## config.mk

```make
export PLATFORM = sky130hd
export DESIGN_NAME = host_avg_sequencer
export DESIGN_NICKNAME = d
export VERILOG_FILES = /design/src/rtl/host_avg_seq_pkg.sv /design/src/rtl/host_avg_seq_timer.sv /design/src/rtl/host_avg_sequencer.sv
export SDC_FILE = /design/constraint.sdc
export NUM_CORES = 1
export LEC_CHECK = 0
export ABC_AREA = 1
export CAP_MARGIN = 20
export CORE_MARGIN = 1
export CORE_UTILIZATION = 50
export CTS_CLUSTER_SIZE = 28
export DETAILED_ROUTE_END_ITERATION = 7
export PLACE_DENSITY = 0.8
export RECOVER_POWER = 50
export SLEW_MARGIN = 40
export SYNTH_ARGS = -nofsm -noshare
export SYNTH_HDL_FRONTEND = slang
export SYNTH_HIERARCHICAL = 1
export SYNTH_SLANG_ARGS = --single-unit
```

## constraint.sdc

```tcl
create_clock -name clk -period 6 [get_ports clk]
set_clock_uncertainty 0.1 [all_clocks]
set_input_delay 1.5 -clock clk [delete_from_list [all_inputs] [get_ports clk]]
set_output_delay 1.5 -clock clk [all_outputs]
set_load 0.03 [all_outputs]
```

## src/rtl/host_avg_seq_pkg.sv

```systemverilog
// Shared types and constants for the host_averager read sequencer.
package host_avg_seq_pkg;

   typedef enum logic [2:0] {
      IDLE    = 3'd0,
      STROBE  = 3'd1,
      WAIT    = 3'd2,
      CAPTURE = 3'd3,
      SEND    = 3'd4
   } state_t;

   localparam int unsigned WORD_W  = 32;
   localparam logic [7:0]  OVR_MAX = 8'd255;

endpackage

```

## src/rtl/host_avg_seq_timer.sv

```systemverilog
// Free-running auto-read interval timer: expire pulses once every period cycles.
module host_avg_seq_timer #(
   parameter int PW = 16
) (
   input  logic          clk,
   input  logic          rst,
   input  logic [PW-1:0] period,
   output logic          expire
);

   localparam logic [PW-1:0] ONE = PW'(1);

   logic [PW-1:0] cnt;
   logic          run;

   // A zero period stops at once; a new nonzero period is only picked up on reload.
   always_ff @(posedge clk or posedge rst) begin
      if (rst) begin
         cnt <= '0;
         run <= 1'b0;
      end else if (period == '0) begin
         cnt <= '0;
         run <= 1'b0;
      end else if (!run || cnt == '0) begin
         cnt <= period - ONE;
         run <= 1'b1;
      end else begin
         cnt <= cnt - ONE;
      end
   end

   assign expire = run && (cnt == '0) && (period != '0);

endmodule

```

## src/rtl/host_avg_sequencer.sv

```systemverilog
// Periodic/manual snapshot of NCH host_averager channels, streamed out one word per beat.
// Optional frame tag counter enabled by defining HOST_AVG_SEQ_TAG_EN.
module host_avg_sequencer #(
   parameter int NCH = 4,
   parameter int PW  = 16
) (
   input  logic              clk,
   input  logic              rst,
   input  logic [PW-1:0]     period,
   input  logic              host_trig,
   output logic              read_s,
   input  logic [NCH*32-1:0] avg_data,
   output logic [31:0]       out_data,
   output logic [3:0]        out_chan,
   output logic              out_valid,
   input  logic              out_ready,
   output logic              out_last,
   output logic [7:0]        overrun,
   output logic [7:0]        out_tag,
   output logic              busy
);

   import host_avg_seq_pkg::*;

   localparam logic [3:0] LAST_CHAN = 4'(NCH - 1);

   state_t            state;
   logic [3:0]        chan;
   logic [WORD_W-1:0] snap [NCH];
   logic              expire;
   logic              trig;

   host_avg_seq_timer #(.PW(PW)) u_timer (
      .clk    (clk),
      .rst    (rst),
      .period (period),
      .expire (expire)
   );

   assign trig = host_trig | expire;

   always_ff @(posedge clk or posedge rst) begin
      if (rst) begin
         state <= IDLE;
         chan  <= '0;
      end else begin
         case (state)
            IDLE:    if (trig) state <= STROBE;
            STROBE:  state <= WAIT;
            WAIT:    state <= CAPTURE;
            CAPTURE: begin
               state <= SEND;
               chan  <= '0;
            end
            SEND: begin
               if (out_ready) begin
                  if (chan == LAST_CHAN) begin
                     state <= IDLE;
                     chan  <= '0;
                  end else begin
                     chan <= chan + 4'd1;
                  end
               end
            end
            default: state <= IDLE;
         endcase
      end
   end

   // Triggers are never queued: anything arriving mid-frame is only counted.
   always_ff @(posedge clk or posedge rst) begin
      if (rst) begin
         overrun <= '0;
      end else if (trig && state != IDLE && overrun != OVR_MAX) begin
         overrun <= overrun + 8'd1;
      end
   end

   always_ff @(posedge clk or posedge rst) begin
      if (rst) begin
         for (int unsigned i = 0; i < NCH; i++) snap[i] <= '0;
      end else if (state == CAPTURE) begin
         for (int unsigned i = 0; i < NCH; i++) snap[i] <= avg_data[i*WORD_W +: WORD_W];
      end
   end

   always_comb begin
      out_data = '0;
      for (int unsigned i = 0; i < NCH; i++) begin
         if (chan == 4'(i)) out_data = snap[i];
      end
   end

   assign read_s    = (state == STROBE);
   assign out_valid = (state == SEND);
   assign out_last  = out_valid && (chan == LAST_CHAN);
   assign out_chan  = chan;
   assign busy      = (state != IDLE);

`ifdef HOST_AVG_SEQ_TAG_EN
   logic [7:0] tag_cnt;
   logic [7:0] tag_q;

   // tag_q carries the number of the frame being streamed; tag_cnt is the next one.
   always_ff @(posedge clk or posedge rst) begin
      if (rst) begin
         tag_cnt <= '0;
         tag_q   <= '0;
      end else if (state == CAPTURE) begin
         tag_q   <= tag_cnt;
         tag_cnt <= tag_cnt + 8'd1;
      end
   end

   assign out_tag = tag_q;
`else
   assign out_tag = '0;
`endif

endmodule

```

==> flow_summary.yaml, run 1 <==
power_and_ir_drop:
  power_frac_seq_pct: 31.0
  p_switching_uw: 2359
  p_int_uw: 3560
  power_density_nw_per_um2: 535.0
  finalPower_uw: 5919
  p_sw_share_pct: 39.86
  clkPwrFrac_pct: 19.2
  irDropWorstVdd_uv: 541.5
  leakage_uw: 0.005155
  comb_power_share_pct: 49.8
cells_and_area:
  instances_no_fill: 1367
  drive_gt1_share_pct: 12.90
  fin_nets: 1289
  antennaDiodeCount: 0
  syn_to_final_growth_pct: 28.95
timing:
  finalSetupViolCount: 0
  rsz0062_at_grt: "false"
  finalHoldViolations: 0
  fin_crit_ns: 5.052
  period_share_pct: 84.20
  slew_violations: 216
  fmax_ghz: 0.1979
  finalSetupTns_ns: 0
  tightestPinTransition_ns: 3.095
  holdWs_ns: 0.3869
  slew-limit-headroom_pct: -107.5
setup_path:
  cp.depth: 8
  crit_family: "buffers and inverters"
  critical_path_arrival_ns: 3.45
  end_kind: "output pin"
  slowest_stage: "clkinv_1"
  cp_max_fo: 35
  slowest_delay_ns: 0.59
  worst-path-buf-inv: 4
  start_kind: "flip-flop"
  crit_chain: "ha_1, nand2_2, buf_4, clkinv_1, buf_4, nand2_1, nand2_1, clkdlybuf4s50_1"
  reg2reg_depth: 4
  r2r_slack_ns: 2.16
  required_ns: 4.40
  path_class: "flip-flop to output pin"
floorplanning:
  die-area_um2: 17690
  coreArea_um2: 16640
  start_util_pct: 51.55
  rows: 47
  die_w_um: 133.0
  io_pins: 204
  die_h_um: 133.0
clock_network:
  cts_root_buf: "clkbuf_16"
  cts_tree: "done"
  cts_buffer_depth: 2
  cts.hold.buffers_added: 0
  h-tree-depth: 4
  numClockSinks: 160
  cts_buffers: 17
  cts_setup_buffers: 0
  clkSlewWorstSetupHoldPaths_ns: 0.06
  insertion_delay_ns: 0.43
  cts_resized: 0
yosys:
  synthAdderAreaFrac_pct: 0.8750
  synth_top_area_share_pct: 46.67
  synthMuxAreaShare_pct: 13.91
  synth-seq-area-share_pct: 46.67
  synthXorXnorAreaFrac_pct: 0.6125
  yosysUniqueCellTypes: 36
  synthTopCellsByArea: "dfrtp_1, mux2_2, nand2_1"
  synth_warnings: 6
  yosysTopAreaCell: "dfrtp_1"
  yosys.area_share.simple_pct: 27.40
  synth_edf_count: 0
  synth_compound_area_share_pct: 2.785
  ys_seq_elements: 160
  yosysMostFrequentCell: "nand2_1"
  netlist_top_cells_count: "nand2_1, dfrtp_1, nand3_1"
  synthArstFlopShare_pct: 100.0
  synth_flop_cell: "dfrtp_1"
  synth_area_um2: 8579
  avgSynthCellArea_um2: 8.900
  syn_inst: 964
  synth_top_family_by_area: "simple AND/OR/NAND/NOR gates"
drt:
  drtAntennaViolNets: 0
  initialDrtViolationCount: 378
  routed_via_density: 5.234
  drc: 0
  post_drt_wl_per_cell_um: 16.05
  dr.pass1.iters: 4
  via_count: 7155
  wirelength_um: 21940
global_route:
  grt_overflow: 0
  grt_pass1_vias: 7222
  grt_pass1_wl_um: 36230
  grt_max_degree: 69
  track_usage_pct: 26.12
  antenna_found_initial: 0
worst_hold_path:
  hold_class: "flip-flop to flip-flop"
  min_path_cells: 1
placed_design:
  place_hpwl_um: 15090
  port-buffer-count: 195
  dp_cells: 1335
  gp_congestion: 0.8879
job:
  maxCapViolCount: 4
run_status:
  violations: "max-capacitance violations, max-slew violations"
  outcome: "finished with violations"
==> layout by cell type (no fill, tap or decap), types with 5 or more instances in the layout <==
cell	instances
nand2_1	220
nand2_2	10
mux2_1	24
nor2_4	6
dlygate4sd3_1	8
dfrtp_1	159
clkdlybuf4s50_1	186
buf_4	7
nand4_1	8
clkbuf_16	17
inv_1	74
ha_1	5
nor2_1	76
conb_1	8
a21oi_1	38
nand3_1	155
mux2_2	74
o21ai_0	7
nand3b_1	14
==> final timing paths <==
path | from | end
max | out_chan[0] | out_data[9]
min | state[2] | state[1]
max reg2reg | state[2] | snap[116]
min reg2reg | state[2] | state[1]
max in group asynchronous | rst | snap[112]
min in group asynchronous | rst | u_timer/cnt[9]
==> logic make-up after synthesis <==
group                      count (synthesis)
and+or+nand+nor                          509
DFF                                      160
buffers and inverters                    137
muxes                                     98
AOI/OAI and AO/OA                         47
adders and majority gates                  6
xor gates and xnor gates                   6
other                                      1
==> final cells by class <==
class | count | area, um2
Inverter | 78 | 294.0
Fill cell | 1392 | 5579
Clock buffer | 18 | 429.2
Sequential cell | 160 | 4005
Clock inverter | 13 | 187.7
Multi-Input combinational cell | 674 | 3866
Tap cell | 220 | 275.3
Timing Repair Buffer | 204 | 2006
==> flip-flops by register name, indices dropped and copies added, names as in the netlist <==
name,flops
out_chan,4
overrun,8
snap,128
state,3
u_timer/cnt,16
u_timer/run,1
==> stage by stage <==
| stage | worst slack [ns] | instance area [um2] | utilization (%) |
|---|---|---|---|
| CTS | 0.9393 | 11170 | 67.14 |
| global placement | 1.359 | 10560 | 63.42 |
| detailed placement | 1.411 | 10560 | 63.43 |
| finish | 0.9479 | 11060 | 66.48 |
| global route | 0.7597 | 11060 | 66.48 |
| floorplan | 0.5621 | 8606 | - |
==> layer usage <==
layer | track usage (%) | share of wire (%)
met1 | 33.73 | 42
met2 | 41.27 | 48
met3 | 8.199 | 7.5
met4 | 9.323 | 2.5
met5 | 0 | 0
==> power groups by stage <==
stage / Sequential [uW] / Combinational (uW) / Clock, uW
finish: 1830 / 2950 / 1140
global route: 1890 / 3190 / 1210
CTS: 1840 / 3050 / 1160
detailed placement: 1850 / 3030 / 0
global placement: 1820 / 2980 / 0
floorplan: 1800 / 2080 / 0
No activity file was read; power rests on OpenSTA's default activity.
==> run 2, diff against run 1 <==
==> constraint.sdc (replaced) <==
create_clock -name clk -period 5.1 [get_ports clk]
set_clock_uncertainty 0.1 [all_clocks]
set_input_delay 1.275 -clock clk [delete_from_list [all_inputs] [get_ports clk]]
set_output_delay 1.275 -clock clk [all_outputs]
set_load 0.03 [all_outputs]
==> flow_summary.yaml, run 2 (synthesis results as in run 1) <==
run_status:
  outcome: "finished with violations"
  violations: "max-capacitance violations, max-slew violations"
timing:
  finalSetupViolCount: 0
  fmax_ghz: 0.2266
  slew-limit-headroom_pct: -26.10
  finalHoldViolations: 0
  slew_violations: 148
  period_share_pct: 86.53
  fin_crit_ns: 4.413
  finalSetupTns_ns: 0
  tightestPinTransition_ns: 1.892
  rsz0062_at_grt: "false"
drt:
  routed_via_density: 5.186
  drc: 0
  post_drt_wl_per_cell_um: 16.05
  initialDrtViolationCount: 391
  via_count: 7157
  dr.pass1.iters: 5
  wirelength_um: 22150
  drtAntennaViolNets: 0
clock_network:
  cts_buffers: 17
  cts.hold.buffers_added: 0
  numClockSinks: 160
  cts_resized: 0
  cts_setup_buffers: 0
  cts_buffer_depth: 2
  cts_tree: "done"
  cts_root_buf: "clkbuf_16"
  insertion_delay_ns: 0.43
  clkSlewWorstSetupHoldPaths_ns: 0.06
  h-tree-depth: 4
global_route:
  grt_overflow: 0
  met2_usage_pct: 42.03
  grt_max_degree: 73
  gr-usage-met1_pct: 32.61
  grt_pass1_wl_um: 35400
  grt_pass1_vias: 7126
  track_usage_pct: 25.92
  antenna_found_initial: 9
  busiest_layer: "met2"
  grt_use_met3_pct: 6.858
worst_hold_path:
  hold_class: "flip-flop to flip-flop"
  hp-start: "snap[77]"
floorplanning:
  start_util_pct: 51.55
  rows: 47
  coreArea_um2: 16640
  die-area_um2: 17690
  die_h_um: 133.0
  die_w_um: 133.0
  io_pins: 204
setup_path:
  required_ns: 3.72
  cp_max_fo: 21
  start_kind: "flip-flop"
  path_class: "flip-flop to output pin"
  timing.rr.start: "state[1]"
  end_kind: "output pin"
  r2r_slack_ns: 1.41
  startpoint: "out_chan[0]"
  critical_path_arrival_ns: 3.04
cells_and_area:
  final_common_cell: "nand2_1"
  largestRegisters: "snap: 128 flops, u_timer/cnt: 16 flops, overrun: 8 flops"
  instances_no_fill: 1380
  largest_reg_flops: 128
  mostFrequentLayoutCells: "nand2_1, clkdlybuf4s50_1, dfrtp_1, nand3_1, nor2_1"
  syn_to_final_growth_pct: 29.18
  drive_gt1_share_pct: 12.85
  fin_nets: 1293
  regMostFlops: "snap"
placed_design:
  gp_congestion: 0.8904
  port-buffer-count: 195
  place_hpwl_um: 15380
  dp_cells: 1340
power_and_ir_drop:
  leakage_uw: 0.005171
  power_density_nw_per_um2: 620.9
  irDropWorstVdd_uv: 475.6
job:
  maxCapViolCount: 4
run 2: layout make-up:
cell class | instances | area (um2)
multi-input combinational | 674 | 3860
timing repair buffer | 208 | 2056
tap | 220 | 275.3
sequential | 160 | 4005
clock inverter | 8 | 80.08
fill | 1391 | 5559
inverter | 78 | 295.3
clock buffer | 24 | 491.7
antenna | 8 | 20.02
run 2: where the power goes:
group	internal, uW	switching, uW	leakage, uW	total (uW)
logic	1550	1940	0.00303	3490
registers	1850	300	0.00187	2150
clock network	724	517	0.000272	1240
run 2: critical path, cell delays in order, from the launching register on:
cell             delay (ns)
dfrtp_1                0.48
inv_1                  0.14
ha_1                   0.16
inv_1                  0.05
nor2_2                 0.47
buf_12                 0.25
nand3_1                0.08
nand3_1                0.14
nand3_1                0.09
nand2_1                0.09
clkdlybuf4s50_1        0.66
run 2: metrics by stage:
step                util [%]  total power, uW  worst slack [ns]  cell area [um2]  hold slack, ns
finish                 66.60             6882            0.6871            11080          0.3960
global route           66.57             7297            0.5140            11080          0.4052
CTS                    67.27             7038            0.6843            11200          0.4069
detailed placement     63.84             5773             1.140            10620          0.3933
global placement       63.70             5683            0.9260            10600          0.3795
floorplan                  -             4564             1.891             8610          0.3714
run 2: path summary, 6_finish.rpt:
| kind | to | cells after the start |
|---|---|---|
| max | out_data[0] | 10 |
| min | snap[77] | 1 |
| max reg2reg | snap[82] | 3 |
| min reg2reg | snap[77] | 1 |
| max in group asynchronous | snap[64] | 3 |
| min in group asynchronous | u_timer/cnt[12] | 2 |
run 2: routing by layer:
layer | part of all wire [%] | up-vias
li1 | - | 3495
met1 | 44 | 3421
met2 | 48 | 206
met3 | 5.9 | 33
met4 | 2.3 | 2
met5 | 0.036 | -
